## config.mk

```make
export PLATFORM = sky130hd
export DESIGN_NAME = lcd_pixel_feeder
export DESIGN_NICKNAME = d
export VERILOG_FILES = /design/src/rtl/lcd_pixel_feeder.sv
export SDC_FILE = /design/constraint.sdc
export NUM_CORES = 1
export LEC_CHECK = 0
export BUFFER_PORTS_ARGS = -buffer_cell sky130_fd_sc_hd__buf_4
export CELL_PAD_IN_SITES_DETAIL_PLACEMENT = 1
export CELL_PAD_IN_SITES_GLOBAL_PLACEMENT = 2
export CORE_AREA = 3 3 248 153
export CTS_CLUSTER_SIZE = 16
export DETAILED_ROUTE_END_ITERATION = 7
export DIE_AREA = 0 0 251 156
export GPL_ROUTABILITY_DRIVEN = 0
export GPL_TIMING_DRIVEN = 0
export PLACE_DENSITY_LB_ADDON = 0.05
export SETUP_SLACK_MARGIN = 0.02
export SLEW_MARGIN = 20
export SYNTH_ARGS = -nofsm -noshare
export SYNTH_HDL_FRONTEND = slang
export SYNTH_SLANG_ARGS = --single-unit
```

## constraint.sdc

```tcl
create_clock -name clk_i -period 5.3 [get_ports clk_i]
set_input_delay 0.53 -clock clk_i [delete_from_list [all_inputs] [get_ports clk_i]]
set_output_delay 0.53 -clock clk_i [all_outputs]
set_load 0.01 [all_outputs]
```

## src/rtl/lcd_pixel_feeder.sv

```systemverilog
// AXI-Stream to LCD pixel feeder: FIFO, frame-start alignment, timing-generator start and registered panel outputs.
// Optional colour-bar generator enabled by defining LCD_TEST_PATTERN_EN.
module lcd_pixel_feeder #(
  parameter int                    DATA_WIDTH      = 24,
  parameter int                    FIFO_DEPTH      = 16,
  parameter int                    START_LEVEL     = 8,
  parameter int                    H_PIXEL_COUNT   = 800,
  parameter logic [DATA_WIDTH-1:0] UNDERFLOW_COLOR = 24'hFF00FF
) (
  input  logic                            clk_i,
  input  logic                            rst_i,
  input  logic [DATA_WIDTH-1:0]           s_axis_tdata,
  input  logic                            s_axis_tvalid,
  output logic                            s_axis_tready,
  input  logic                            s_axis_tuser,
  input  logic                            s_axis_tlast,
  input  logic                            frame_start_i,
  output logic                            tg_start_o,
  input  logic                            tg_busy_i,
  input  logic                            tg_hsync_i,
  input  logic                            tg_vsync_i,
  input  logic                            tg_enable_i,
  input  logic                            tg_hline_last_i,
  output logic [DATA_WIDTH-1:0]           lcd_data_o,
  output logic                            lcd_de_o,
  output logic                            lcd_hsync_o,
  output logic                            lcd_vsync_o,
  output logic                            underflow_o,
  input  logic                            underflow_clr_i,
`ifdef LCD_TEST_PATTERN_EN
  input  logic                            test_pattern_i,
`endif
  output logic [$clog2(FIFO_DEPTH):0]     fifo_level_o,
  output logic [1:0]                      fsm_state_o,
  output logic                            frame_err_o,
  output logic                            head_tlast_o,
  output logic                            line_end_o
);

  localparam int AW = $clog2(FIFO_DEPTH);
  localparam int LW = AW + 1;

  if ((H_PIXEL_COUNT % 8) != 0 || FIFO_DEPTH < 4 || START_LEVEL < 1 || START_LEVEL > FIFO_DEPTH)
  begin : g_bad_param
    $error("lcd_pixel_feeder: illegal parameter combination");
  end

  typedef enum logic [1:0] {
    ST_SYNC = 2'd0,
    ST_ARM  = 2'd1,
    ST_RUN  = 2'd2
  } state_t;

  state_t state;

  // FIFO entry layout: {tlast, tuser, tdata}
  logic [DATA_WIDTH+1:0] mem [FIFO_DEPTH];
  logic [AW-1:0]         wr_ptr;
  logic [AW-1:0]         rd_ptr;
  logic [LW-1:0]         level;
  logic                  full;
  logic                  empty;
  logic                  push;
  logic                  pop;
  logic [DATA_WIDTH+1:0] head;
  logic [DATA_WIDTH-1:0] head_data;
  logic                  head_user;

  logic [DATA_WIDTH-1:0] pixel;
  logic                  uf_set;
  logic                  err_set;
  logic                  first_pix;
  logic                  busy_q;
  logic                  frame_err;
  logic                  use_pattern;
  logic [DATA_WIDTH-1:0] bar_color;

  assign full          = (level == LW'(FIFO_DEPTH));
  assign empty         = (level == '0);
  assign s_axis_tready = ~full & ~rst_i;
  assign push          = s_axis_tvalid & s_axis_tready;
  assign head          = mem[rd_ptr];
  assign head_data     = head[DATA_WIDTH-1:0];
  assign head_user     = head[DATA_WIDTH];
  assign head_tlast_o  = head[DATA_WIDTH+1];
  assign fifo_level_o  = level;
  assign fsm_state_o   = state;
  assign frame_err_o   = frame_err;

  always_ff @(posedge clk_i) begin
    if (push) begin
      mem[wr_ptr] <= {s_axis_tlast, s_axis_tuser, s_axis_tdata};
    end
  end

  always_ff @(posedge clk_i or posedge rst_i) begin
    if (rst_i) begin
      wr_ptr <= '0;
      rd_ptr <= '0;
      level  <= '0;
    end else begin
      if (push) wr_ptr <= wr_ptr + 1'b1;
      if (pop)  rd_ptr <= rd_ptr + 1'b1;
      case ({push, pop})
        2'b10:   level <= level + 1'b1;
        2'b01:   level <= level - 1'b1;
        default: level <= level;
      endcase
    end
  end

`ifdef LCD_TEST_PATTERN_EN
  localparam int CW    = $clog2(H_PIXEL_COUNT) + 1;
  localparam int BAR_W = H_PIXEL_COUNT / 8;

  logic [CW-1:0] col;
  logic [CW-1:0] bar_raw;
  logic [2:0]    bar_sel;

  assign use_pattern = test_pattern_i;
  assign bar_raw     = col / CW'(BAR_W);
  assign bar_sel     = (bar_raw > CW'(7)) ? 3'd7 : bar_raw[2:0];

  // Column restarts on the generator's line-end marker, otherwise advances per enable.
  always_ff @(posedge clk_i or posedge rst_i) begin
    if (rst_i) begin
      col <= '0;
    end else if (tg_hline_last_i) begin
      col <= '0;
    end else if (tg_enable_i) begin
      col <= col + 1'b1;
    end
  end

  always_comb begin
    bar_color = '0;
    case (bar_sel)
      3'd0:    bar_color = DATA_WIDTH'(24'hFFFFFF);
      3'd1:    bar_color = DATA_WIDTH'(24'hFFFF00);
      3'd2:    bar_color = DATA_WIDTH'(24'h00FFFF);
      3'd3:    bar_color = DATA_WIDTH'(24'h00FF00);
      3'd4:    bar_color = DATA_WIDTH'(24'hFF00FF);
      3'd5:    bar_color = DATA_WIDTH'(24'hFF0000);
      3'd6:    bar_color = DATA_WIDTH'(24'h0000FF);
      default: bar_color = DATA_WIDTH'(24'h000000);
    endcase
  end
`else
  assign use_pattern = 1'b0;
  assign bar_color   = '0;
`endif

  // Pop/pixel selection. In SYNC, stale beats ahead of a frame start are dropped.
  always_comb begin
    pop     = 1'b0;
    pixel   = '0;
    uf_set  = 1'b0;
    err_set = 1'b0;
    case (state)
      ST_SYNC: begin
        if (!empty && !head_user) pop = 1'b1;
      end
      ST_RUN: begin
        if (tg_enable_i) begin
          if (use_pattern) begin
            pixel = bar_color;
          end else if (!empty) begin
            pop   = 1'b1;
            pixel = head_data;
            if (head_user && !first_pix) err_set = 1'b1;
          end else begin
            pixel   = UNDERFLOW_COLOR;
            uf_set  = 1'b1;
            err_set = 1'b1;
          end
        end
      end
      default: begin
        pop = 1'b0;
      end
    endcase
  end

  always_ff @(posedge clk_i or posedge rst_i) begin
    if (rst_i) begin
      state      <= ST_SYNC;
      tg_start_o <= 1'b0;
      first_pix  <= 1'b0;
      frame_err  <= 1'b0;
      busy_q     <= 1'b0;
    end else begin
      busy_q     <= tg_busy_i;
      tg_start_o <= 1'b0;
      case (state)
        ST_SYNC: begin
          if (!empty && head_user) state <= ST_ARM;
        end
        ST_ARM: begin
          if (frame_start_i && (level >= LW'(START_LEVEL)) && !tg_busy_i) begin
            tg_start_o <= 1'b1;
            first_pix  <= 1'b1;
            state      <= ST_RUN;
          end
        end
        ST_RUN: begin
          if (tg_enable_i) first_pix <= 1'b0;
          if (err_set) frame_err <= 1'b1;
          // Frame is over when the generator drops busy; realign on the next SOF.
          if (busy_q && !tg_busy_i) begin
            frame_err <= 1'b0;
            state     <= ST_SYNC;
          end
        end
        default: begin
          state <= ST_SYNC;
        end
      endcase
    end
  end

  always_ff @(posedge clk_i or posedge rst_i) begin
    if (rst_i) begin
      lcd_data_o  <= '0;
      lcd_de_o    <= 1'b0;
      lcd_hsync_o <= 1'b1;
      lcd_vsync_o <= 1'b1;
      line_end_o  <= 1'b0;
      underflow_o <= 1'b0;
    end else begin
      lcd_data_o  <= tg_enable_i ? pixel : '0;
      lcd_de_o    <= tg_enable_i;
      lcd_hsync_o <= tg_hsync_i;
      lcd_vsync_o <= tg_vsync_i;
      line_end_o  <= tg_hline_last_i;
      if (uf_set) begin
        underflow_o <= 1'b1;
      end else if (underflow_clr_i) begin
        underflow_o <= 1'b0;
      end
    end
  end

endmodule

```

# Word level (Yosys, flattened, before mapping)
# Memories as Yosys holds them, arrays and structs flattened.
# Index checks and enable logic that the tools add are counted.
dict set report word_totals {
  latchBits 0
  in_bits 36
  out_inout_bits 40
  mem_count 1
  rom_bits 0
  elab_cells 82
  reg_bits 48
  mem_bits_rw 416
}
# memory words word_bits read_ports rd_ports_with_merged_regs wr line
set memory_table {}
lappend memory_table {mem 16 26 1 0 1 57} ;# logic [DATA_WIDTH+1:0] mem [FIFO_DEPTH];
dict set report op_classes {
  n_eq_ne 9
  addsub 4
  order_cmp 1
  shifts 0
  bitwise_logic 4
  reduce_logical 19
  muxes 30
  multipliers 0
  div 0
}
# cell n
set ops {}
lappend ops {{$mux W24} 3}
lappend ops {{$mux W1} 20}
lappend ops {{$pmux W5 S2} 1}
lappend ops {{$add A4 B1 Y4 const B} 2}
lappend ops {{$ne A2 B2 Y1 const B} 4}
lappend ops {{$reduce_bool A2 Y1} 4}
lappend ops {{$logic_and A1 B1 Y1} 6}
lappend ops {{$mux W2} 3}
lappend ops {{$pmux W2 S3} 1}
lappend ops {{$reduce_and A3 Y1} 2}
lappend ops {{$add A5 B1 Y5 const B} 1}
lappend ops {{$eq A5 B5 Y1 const B} 1}
lappend ops {{$ge A5 B4 Y1 const B} 1}
lappend ops {{$logic_not A5 Y1} 1}
lappend ops {{$sub A5 B1 Y5 const B} 1}
lappend ops {{$eq A2 B1 Y1 const B} 2}
lappend ops {{$eq A2 B2 Y1 const B} 2}
lappend ops {{$logic_not A1 Y1} 4}
lappend ops {{$pmux W1 S2} 2}
lappend ops {{$and A1 B1 Y1} 2}
lappend ops {{$logic_not A2 Y1} 1}
lappend ops {{$not A1 Y1} 2}
lappend ops {{$reduce_and A2 Y1} 1}

# Depth between registers and ports, before layout
# Gate-level depths: netlist of run 1.
dict set report logic_depth {
  depth_word 8
  ltp_mapped 13
  depth_no_buf 12
}

# Least setup slack after synthesis of run 1
# OpenSTA, ideal clock, no wires.
dict set report synth_timing {
  kind {flip-flop to flip-flop}
  from {reg level[0] (netlist: fifo_level_o[0])}
  to {mem mem[3][0] in the netlist's numbering, enable pin}
  stages_incl_launch_ff 7
  t_arrival_ns 3.217
  period_less_slack_ns 3.658
  setup_time_ns 0.442
  n_path_buf 1
  required_ns 4.858
  setup_slack_ns 1.642
  path_cell_list {dfrtp_1 > nor4_1 > a21oi_1 > and2_1 > clkbuf_1 > nand2_1 > nor3_1}
}
dict set report synth_between {
  elab_chain_cells 6
}
# item line
set synth_rtl {}
lappend synth_rtl {{start: declaration} 60} ;# logic [LW-1:0] level;
lappend synth_rtl {{start signal: assignment} 105} ;# 2'b10: level <= level + 1'b1;
lappend synth_rtl {{start signal: assignment} 106} ;# 2'b01: level <= level - 1'b1;
lappend synth_rtl {{start signal: assignment} 107} ;# default: level <= level;
lappend synth_rtl {{$eq A5 B5 Y1} 78} ;# assign full = (level == LW'(FIFO_DEPTH));
lappend synth_rtl {{$not A1 Y1} 80} ;# assign s_axis_tready = ~full & ~rst_i;
lappend synth_rtl {{$and A1 B1 Y1} 80}
lappend synth_rtl {{net s_axis_tready} 14} ;# output logic s_axis_tready,
lappend synth_rtl {{$and A1 B1 Y1} 81} ;# assign push = s_axis_tvalid & s_axis_tready;
lappend synth_rtl {{$mux W1} 91} ;# if (push) begin
lappend synth_rtl {{$mux W1 (implied by the code)} 92} ;# mem[wr_ptr] <= {s_axis_tlast, s_axis_tuser, s_axis_tdata};
lappend synth_rtl {{end: declaration} 57}
# The timed path passes the listed nets, and every way through them passes these cells.

# Worst setup path in the final report of run 1
dict set report layout_timing {
  from {reg rd_ptr[3]}
  to {reg level[4] (netlist: fifo_level_o[4])}
}
dict set report layout_between {
  elab_chain_cells 7
  elab_cells_between_ends 9
  classes_between {2 x eq/ne; 3 x mux; 3 x reduce/logical; 1 x memory}
}
# item line
set layout_rtl {}
lappend layout_rtl {{start: declaration} 59} ;# logic [AW-1:0] rd_ptr;
lappend layout_rtl {{start signal: assignment} 103} ;# if (pop) rd_ptr <= rd_ptr + 1'b1;
lappend layout_rtl {{$mem_v2 Z16 W26 (*)} n/a}
lappend layout_rtl {{$logic_not A1 Y1 (*)} 161} ;# if (!empty && !head_user) pop = 1'b1;
lappend layout_rtl {{$logic_and A1 B1 Y1 (*)} 161}
lappend layout_rtl {{$mux W1 (*)} 161}
lappend layout_rtl {{$pmux W1 S2 (*)} 159} ;# case (state)
lappend layout_rtl {{net pop} 64} ;# logic pop;
lappend layout_rtl {{$eq A2 B1 Y1 / $eq A2 B2 Y1 (equally long branches)} 104} ;# case ({push, pop})
lappend layout_rtl {{$pmux W5 S2 / $reduce_bool A2 Y1 (equally long branches)} n/a}
# The timed path passes the listed nets; every way through them passes the cells marked *.
# A chain may end at the register's enable or synchronous reset.

==> reports/results.ini, run 1 <==
[drt]
remaining_drc_errors = 0
drtIter0Drc = 927
ant_nets = 0
routed_wirelength_mm = 43.81
dr.pass1.iters = 5
wl_per_cell_um = 29.50
viasPerCell = 6.013
via_count = 8930

[global_route]
grt.overflow.total = 0
grt_pass1_wl_mm = 64.09
grtUsageTotal = 0.2295
grt_max_degree = 49
antenna_found_initial = 0
first_global_vias = 9388

[finish]
nets = 1022
seqCellArea_mm2 = 0.01370
syn_to_final_growth_pct = 16.91
multiInputGateArea_mm2 = 0.004048
fillers = 3061
antennaDiodeCount = 0
drive_gt1_frac = 0.3330
fin_cells = 1485

[cts]
postCtsSetupBuffers = 0
cts-root-buf = clkbuf_16
cts_tree = built
path_clk_slew_ns = 0.06
cts_max_path_buffers = 3
clkSinkCount = 464
ctsResizeCount = 0
cts_hold_buffers = 0
clock_tree.htree_level_count = 2
cts_buffers = 43
insertion_delay_ns = 0.55

[synth]
yosysTopAreaCell = edfxtp_1
yosys_register_bits = 464
synth_area_mm2 = 0.01786
seq_area_frac_synth = 0.7670
yosysWarnings = 0
netlist_instances = 830
synth_area_leaders = edfxtp_1 70%, mux4_2 13%, dfrtp_1 6.4%
ys.flop_type = edfxtp_1
synth_common_cells = 416 x edfxtp_1, 105 x mux4_2, 46 x dfrtp_1
yosys.cell_count.top_type = edfxtp_1
yosysUniqueCellTypes = 48
synthArstFlopShare = 0.1034
synth.net_count = 876
synth_edf_count = 416
synth_top_cell_area_share = 0.6996
postSynthAreaPerCell_um2 = 21.51

[floorplanning]
die_h_um = 156
rows = 54
die_w_um = 251
start_util = 0.4968
core_area_mm2 = 0.03594
pin_count = 76
fp.dieArea_mm2 = 0.03916

[timing]
rsz0062_at_grt = false
min_period_over_period = 0.7302
clock_skew_ns = 0.01413
setup_viol = 0
fin_crit_ns = 3.870
worstMarginPinSlew_ns = 1.053
finalMaxSlewViolations = 0
hold_viol_final = 0
max_freq_mhz = 258.4
slew_headroom = 0.2981

[pwr]
p_per_area_mw_per_mm2 = 500.0
internal-power_uw = 7292
peakVddDrop_v = 0.0003083
p_clk_frac = 0.283
pwr-share-seq = 0.417
totalPowerFinal_uw = 10440
power.leakage_uw = 0.007064
switching_share = 0.3014
pwr-share-comb = 0.300
switchingPower_uw = 3146

[worst_setup_path]
start_kind = register
worstPathRequired_ns = 5.77
crit_path_end_kind = register
path_max_fanout = 10
arrival_ns = 4.34
crit_slowest_cell = clkbuf_1
worst-setup-path-type = register to register
cpPeakStageDelay_ns = 0.59
crit_chain = clkbuf_1 > mux4_1 > mux2_2 > mux2i_4 > o21a_1 > ha_1 > inv_1 > fa_1 > nor2b_1 > o21ai_0 > and3_1 > nor3_1 > xor2_1

[place]
io_buffers = 75
dp_hpwl_mm = 29.39
placedCellCount = 1407

[status]
status = complete, no violations

[hold_path]
hold_path.class = input pin to register

[job]
drv_cap = 0

sequential cells by signal, indices dropped and copies added, names as in the netlist:
signal,flops
first_pix,1
tg_start_o,1
fifo_level_o,5
lcd_data_o,24
lcd_vsync_o,1
line_end_o,1
rd_ptr,4
mem,416
frame_err_o,1
lcd_hsync_o,1
underflow_o,1
wr_ptr,4
busy_q,1
lcd_de_o,1
fsm_state_o,2
placed cells by master (no fill, tap or decap), types with 3 or more instances in the layout:
cell / synthesis / final
nor3_2: 0 / 4
nor2b_1: 13 / 13
inv_1: 9 / 8
o21ai_0: 5 / 5
a211oi_1: 16 / 16
clkbuf_1: 27 / 37
buf_4: 0 / 88
nor3_1: 7 / 3
xor2_1: 4 / 4
mux2i_1: 10 / 10
ha_1: 9 / 9
buf_16: 0 / 10
nor2_1: 32 / 20
clkinv_2: 0 / 8
nor2_4: 0 / 12
clkinv_1: 0 / 9
nand2_1: 17 / 17
nand2b_1: 6 / 6
mux4_2: 105 / 105
a21oi_1: 3 / 3
mux2_2: 34 / 34
o22ai_1: 17 / 17
clkbuf_8: 0 / 3
buf_2: 14 / 14
clkbuf_16: 0 / 45
dfrtp_1: 46 / 46
xnor2_1: 4 / 4
edfxtp_1: 416 / 416
final cells by class:
class	instances	area share
tap	476	0.02853
multi-input combinational	313	0.1939
inverter	9	0.001738
buffer	44	0.009110
clock buffer	58	0.05772
clock inverter	20	0.005694
timing repair buffer	101	0.04729
sequential	464	0.6560
final timing paths:
kind                             from               to  slack [ns]  depth (start not counted)
setup reg to reg            rd_ptr[3]  fifo_level_o[4]        1.43                         13
hold / removal             tg_vsync_i      lcd_vsync_o        0.09                          1
max in group asynchronous       rst_i   lcd_data_o[20]        4.69                          2
min in group asynchronous       rst_i        rd_ptr[1]        0.10                          2
hold reg to reg             first_pix      frame_err_o        0.46                          1
setup / recovery            rd_ptr[3]  fifo_level_o[4]        1.43                         13
per-stage QoR:
step	hold slack (ns)	cell area [um2]	util	setup slack [ns]	setup TNS, ns
after floorplan	0.4308	17860	-	1.642	0
after global placement	0.4494	19020	0.5290	-1.207	-91.44
after detailed placement	0.4567	19550	0.5440	1.474	0
after CTS	0.05891	20880	0.5808	1.446	0
after global routing	0.05774	20880	0.5808	1.219	0
final	0.08918	20880	0.5808	1.430	0
routing by layer:
layer	vias to the layer above	share of wire	track usage	wire length, um
li1	3709	-	-	-
met4	0	0.017	0.04855	730
met5	-	0	0	0
met2	313	0.43	0.3254	18840
met1	4850	0.48	0.3693	21100
met3	58	0.072	0.04965	3135
logic make-up after synthesis:
logic type      Yosys count  share of synthesized area
compound gates           54                    0.02067
xor+xnor                  8                   0.003923
mux                     153                     0.1645
fa+ha+maj                10                   0.007427
flops                   464                     0.7670
buf+inv                  53                    0.01254
simple gates             88                    0.02396
worst max-delay path: cells and delay by family (launching register included):
kind	cells	cell delay, ns
AOI/OAI and AO/OA	2	0.33
xor gates and xnor gates	1	0.18
adders and majority gates	2	0.67
buffers and inverters	2	0.70
DFF	1	0.35
muxes	3	0.98
and+or+nand+nor	3	0.54
power by group through the flow:
stage	sequential, uW	clock (uW)	combinational (uW)
3_3_place_gp	4430	0	2990
5_1_grt	4370	3200	3370
4_1_cts	4350	3020	3160
3_5_place_dp	4420	0	3140
6_report	4350	2950	3130
2_1_floorplan	4420	0	2060
Note: power is estimated with default switching activity, not from simulation.
==> run 2, diff against run 1 <==
--- a/config.mk
+++ b/config.mk
@@ -8,10 +8,10 @@
 export BUFFER_PORTS_ARGS = -buffer_cell sky130_fd_sc_hd__buf_4
 export CELL_PAD_IN_SITES_DETAIL_PLACEMENT = 1
 export CELL_PAD_IN_SITES_GLOBAL_PLACEMENT = 2
-export CORE_AREA = 3 3 248 153
+export CORE_AREA = 3 3 251 154
 export CTS_CLUSTER_SIZE = 16
 export DETAILED_ROUTE_END_ITERATION = 7
-export DIE_AREA = 0 0 251 156
+export DIE_AREA = 0 0 254 157
 export GPL_ROUTABILITY_DRIVEN = 0
 export GPL_TIMING_DRIVEN = 0
 export PLACE_DENSITY_LB_ADDON = 0.05
==> constraint.sdc (replaced) <==
create_clock -name clk_i -period 3.8 [get_ports clk_i]
set_input_delay 0.38 -clock clk_i [delete_from_list [all_inputs] [get_ports clk_i]]
set_output_delay 0.38 -clock clk_i [all_outputs]
set_load 0.01 [all_outputs]
==> run 2 against run 1 <==
  * Total power up 41%
  * Critical path depth unchanged
  * Combinational power up 41%
  * Sequential share of layout area down 0.40 points
  * Clock skew up 0.0059 ns
  * Non-clock buffer count up 9
  * Via count down 0.87%
  * Clock power up 43%
  * Flip-flop and latch count unchanged
  * Core utilization down 0.29 points
  * Largest cell class unchanged
  * Highest routed layer is now met5
==> reports/results.ini, run 2 (synthesis gave the netlist of run 1 again) <==
[drt]
dr.pass1.iters = 5
wl_per_cell_um = 29.74
ant_nets = 0
drtIter0Drc = 846
remaining_drc_errors = 0
via_count = 8852
routed_wirelength_mm = 44.44
viasPerCell = 5.925

[job]
drv_cap = 0

[worst_setup_path]
crit_path_end_kind = register
worstPathRequired_ns = 4.27
cpPeakStageDelay_ns = 0.50
start_kind = register
path_delay_family = multiplexers
rr_worst_depth = 13
crit_slowest_cell = mux4_2
arrival_ns = 4.07
crit_chain = buf_6 > mux4_2 > mux2_4 > mux2i_4 > o21a_1 > ha_2 > inv_1 > fa_1 > nor2b_1 > o21ai_0 > and3_1 > nor3_1 > xor2_1
worst-setup-path-type = register to register
path_max_fanout = 10
crit_cells = 13
critPathBufInv = 2

[floorplanning]
core_area_mm2 = 0.03635
fp.dieArea_mm2 = 0.03988
rows = 54
die_w_um = 254
pin_count = 76
die_h_um = 157
start_util = 0.4913

[timing]
setup_viol = 0
worstMarginPinSlew_ns = 1.085
fin_tns_setup_ns = 0
holdWs_ns = 0.1194
finalMaxSlewViolations = 0
fin_crit_ns = 3.599
min_period_over_period = 0.9471
clock_skew_ns = 0.02007
max_freq_mhz = 277.9
slew_headroom = 0.2769
rsz0062_at_grt = false
hold_viol_final = 0

[finish]
drive_gt1_frac = 0.3379
final_common_cell = edfxtp_1
fin_cells = 1494
largest_register_ffs = 416
syn_to_final_growth_pct = 17.64
antennaDiodeCount = 0
final_util = 0.5779
nets = 1031
final_cell_mix = 416 x edfxtp_1, 105 x mux4_2, 86 x buf_4
regMostFlops = mem

[global_route]
grtUsageTotal = 0.2294
grt_pass1_wl_mm = 64.54
grt_max_degree = 49
antenna_found_initial = 1
grt.overflow.total = 0
first_global_vias = 9310

[cts]
clkSinkCount = 464
clock_tree.htree_level_count = 2
postCtsSetupBuffers = 0
path_clk_slew_ns = 0.07
insertion_delay_ns = 0.55
cts_buffers = 43
cts-root-buf = clkbuf_16
cts_tree = built
cts_max_path_buffers = 3

[hold_path]
whs_path_depth = 1
hold_path.class = input pin to register

[pwr]
peakVddDrop_v = 0.0004221
power.leakage_uw = 0.007122
p_per_area_mw_per_mm2 = 700.1

[place]
dp_hpwl_mm = 29.93
placedCellCount = 1409
io_buffers = 75

[status]
status = complete, no violations

run 2: cell types whose count changed in the layout (fill, tap and decap cells not counted), moves of 2 or more:
cell | before | now
clkinv_1 | 9 | 4
buf_4 | 88 | 86
buf_6 | 2 | 6
buf_16 | 10 | 7
buf_12 | 2 | 5
clkbuf_8 | 3 | 5
dlygate4sd3_1 | 0 | 7
run 2: final timing paths:
kind | start | endpoint | slack, ns
min in group asynchronous | rst_i | rd_ptr[0] | 0.56
worst min-delay path | s_axis_tdata[11] | mem[9][11] | 0.12
worst max register to register | rd_ptr[2] | fifo_level_o[4] | 0.20
max in group asynchronous | rst_i | rd_ptr[2] | 2.74
worst min register to register | first_pix | frame_err_o | 0.47
worst max-delay path | rd_ptr[2] | fifo_level_o[4] | 0.20
run 2: metal layers:
layer	vias up	share of wire	track usage
li1	3725	-	-
met4	2	0.015	0.04580
met1	4770	0.48	0.3710
met2	301	0.43	0.3301
met5	-	0.00038	0
met3	54	0.068	0.04079
run 2: repair_timing:
| item | 4_1_cts | 5_1_grt |
|---|---|---|
| gates cloned | 0 | 0 |
| hold endpoints to repair | 52 | 0 |
| resized for setup | 1 | 3 |
| endpoints found under the setup margin | 1 | 1 |
| hold buffers | 7 | 0 |
run 2: stage by stage:
stage	area (um2)	total power, uW	worst slack, ns
floorplan	17860	9040	0.1416
global placement	19020	10350	-2.551
detailed placement	19560	10570	-0.05375
CTS	21000	14820	0.1132
global route	21010	15400	0.04100
finish	21010	14710	0.2009
run 2: layout make-up:
type	count	area [um2]
fillers	3106	15340
flip-flops and latches	464	13700
multi-input cells	313	4050
clock buffers	62	1240
repair buffers	110	1065
well taps	476	595.6
plain buffers	44	193.9
clock inverters	16	130.1
inverters	9	36.28
run 2: power breakdown:
part | internal (uW) | switching (uW) | total (uW)
sequential | 5910 | 166 | 6080
combinational | 1980 | 2420 | 4400
clock | 2410 | 1830 | 4230
==> run 3, diff against run 2 <==
--- a/config.mk
+++ b/config.mk
@@ -6,12 +6,12 @@
 export NUM_CORES = 1
 export LEC_CHECK = 0
 export BUFFER_PORTS_ARGS = -buffer_cell sky130_fd_sc_hd__buf_4
-export CELL_PAD_IN_SITES_DETAIL_PLACEMENT = 1
-export CELL_PAD_IN_SITES_GLOBAL_PLACEMENT = 2
-export CORE_AREA = 3 3 251 154
+export CELL_PAD_IN_SITES_DETAIL_PLACEMENT = 0
+export CELL_PAD_IN_SITES_GLOBAL_PLACEMENT = 1
+export CORE_AREA = 3 3 248 153
 export CTS_CLUSTER_SIZE = 16
 export DETAILED_ROUTE_END_ITERATION = 7
-export DIE_AREA = 0 0 254 157
+export DIE_AREA = 0 0 251 156
 export GPL_ROUTABILITY_DRIVEN = 0
 export GPL_TIMING_DRIVEN = 0
 export PLACE_DENSITY_LB_ADDON = 0.05
==> run 3 against run 2 <==
  * Global-route usage down 1.4 points
  * Sequential power hardly changed
  * Worst setup slack improved by 0.075 ns
  * Largest cell class unchanged
==> reports/results.ini, run 3 (synthesis gave the netlist of run 1 again) <==
[drt]
met2_length_mm = 18.02
routed_wirelength_mm = 40.68
route.met3.wl_mm = 2.825
top_layer_used = met4
dr.pass1.iters = 5
wl_per_cell_um = 27.25
drtIter0Drc = 843
met1_length_mm = 19.17
viasPerCell = 5.845
via_count = 8727
remaining_drc_errors = 0
ant_nets = 0

[finish]
regMostFlops = mem
final_cell_mix = 416 x edfxtp_1, 105 x mux4_2, 87 x buf_4
final_common_cell = edfxtp_1
drive_gt1_frac = 0.3402
syn_to_final_growth_pct = 18.74
antennaDiodeCount = 0
largest_register_ffs = 416
nets = 1029
design_area_mm2 = 0.02120

[pwr]
p_clk_frac = 0.314
switchingPower_uw = 4285
power.leakage_uw = 0.007215
pwr-share-comb = 0.284
internal-power_uw = 10810
p_per_area_mw_per_mm2 = 711.9
switching_share = 0.2839
pwr-share-seq = 0.402
peakVddDrop_v = 0.0005764

[timing]
slew_headroom = 0.3206
min_period_over_period = 0.9275
clock_skew_ns = 0.01829
hold_viol_final = 0
worstMarginPinSlew_ns = 1.019
fin_tns_setup_ns = 0
max_freq_mhz = 283.7
rsz0062_at_grt = false
finalMaxSlewViolations = 0
setup_viol = 0
fin_crit_ns = 3.524

[status]
status = complete, no violations

[worst_setup_path]
start_kind = register
crit_path_end_kind = register
path_max_fanout = 10
reg2reg_from = rd_ptr[2]
worst-setup-path-type = register to register
ff2ff_setup_slack_ns = 0.28
rr_worst_depth = 13
arrival_ns = 4.00
worstPathRequired_ns = 4.27
r2r-end = fifo_level_o[4]

[cts]
path_clk_slew_ns = 0.07
cts_max_path_buffers = 3
cts_buffers = 43
cts_tree = built
cts-root-buf = clkbuf_16
clkSinkCount = 464
insertion_delay_ns = 0.55
clock_tree.htree_level_count = 2

[floorplanning]
die_h_um = 156
core_area_mm2 = 0.03594
fp.dieArea_mm2 = 0.03916
start_util = 0.4968
die_w_um = 251
pin_count = 76
rows = 54

[hold_path]
hold_path_end = mem[10][22]
hp-start = s_axis_tdata[22]
whs_path_depth = 1
hold_path.class = input pin to register

[place]
placed_area_mm2 = 0.01955
dp_hpwl_mm = 27.41
io_buffers = 75

[global_route]
first_global_vias = 9175
grt_pass1_wl_mm = 60.54
antenna_found_initial = 1
grt_max_degree = 49
grtUsageTotal = 0.2150
grt.overflow.total = 0

[job]
drv_cap = 0

==> run 3: cell types whose count changed in the layout (fill, tap and decap cells not counted), moves of 2 or more <==
cell | previous run | this run
bufinv_16 | 2 | 10
buf_6 | 6 | 3
clkbuf_1 | 38 | 35
buf_12 | 5 | 3
buf_16 | 7 | 9
clkinv_1 | 4 | 2
clkinv_2 | 8 | 6
==> run 3: layout make-up <==
class | instances | area (um2)
Clock inverter | 21 | 369.1
Buffer | 44 | 191.4
Inverter | 9 | 36.28
Fill cell | 2621 | 14740
Timing Repair Buffer | 108 | 1054
Clock buffer | 58 | 1215
Tap cell | 476 | 595.6
Multi-Input combinational cell | 313 | 4048
Sequential cell | 464 | 13700
==> run 3: timing repair <==
action	in CTS	in global routing
endpoints found under the setup margin	0	1
buffers inserted	0	0
hold endpoints to repair	52	0
resized for setup	0	2
hold buffers	7	0
==> run 3: per-layer routing <==
| metal | track usage | up-vias |
|---|---|---|
| met5 | 0 | - |
| met4 | 0.05214 | 0 |
| met3 | 0.04832 | 45 |
| met2 | 0.3160 | 292 |
| met1 | 0.3319 | 4665 |
| li1 | - | 3725 |
==> run 3: per-stage QoR <==
stage               hold WS [ns]  setup WS [ns]  cells  power, uW    util
finish                    0.1201         0.2755   1493      15100  0.5899
CTS                      0.09900        0.07190   1493      15250  0.5899
floorplan                 0.3845         0.1416    830       9040       -
global placement          0.4377         -2.045   1381      10290  0.5290
global route              0.1189         0.1001   1493      15770  0.5899
detailed placement        0.4604        0.07647   1407      10480  0.5439
==> run 3: power groups by stage <==
stage	clock network (uW)	registers, uW	logic [uW]
after floorplan	0	6160	2880
after global placement	0	6170	4110
after detailed placement	0	6170	4310
after CTS	4850	6070	4340
after global routing	5070	6100	4610
final	4750	6070	4280
==> run 3: worst max path at each step <==
| stage | startpoint | slack [ns] | cells after the start | end |
|---|---|---|---|---|
| floorplan | fifo_level_o[0] | 0.14 | 6 | mem[3][0] |
| global placement | fifo_level_o[3] | -2.04 | 6 | mem[3][3] |
| detailed placement | rd_ptr[3] | 0.08 | 13 | fifo_level_o[4] |
| CTS | rd_ptr[3] | 0.07 | 13 | fifo_level_o[4] |
| global route | rd_ptr[0] | 0.10 | 6 | head_tlast_o |
| finish | rd_ptr[2] | 0.28 | 13 | fifo_level_o[4] |
==> run 3: worst max-delay path, cell delays in order (launching register included) <==
cell and delay (ns):
dfrtp_1 0.50, buf_6 0.19, mux4_2 0.51, mux2_4 0.29, mux2i_4 0.24, o21a_1 0.19, ha_1 0.25, inv_1 0.11
fa_1 0.41, nor2b_1 0.13, o21ai_0 0.11, and3_1 0.20, nor3_1 0.17, xor2_1 0.16
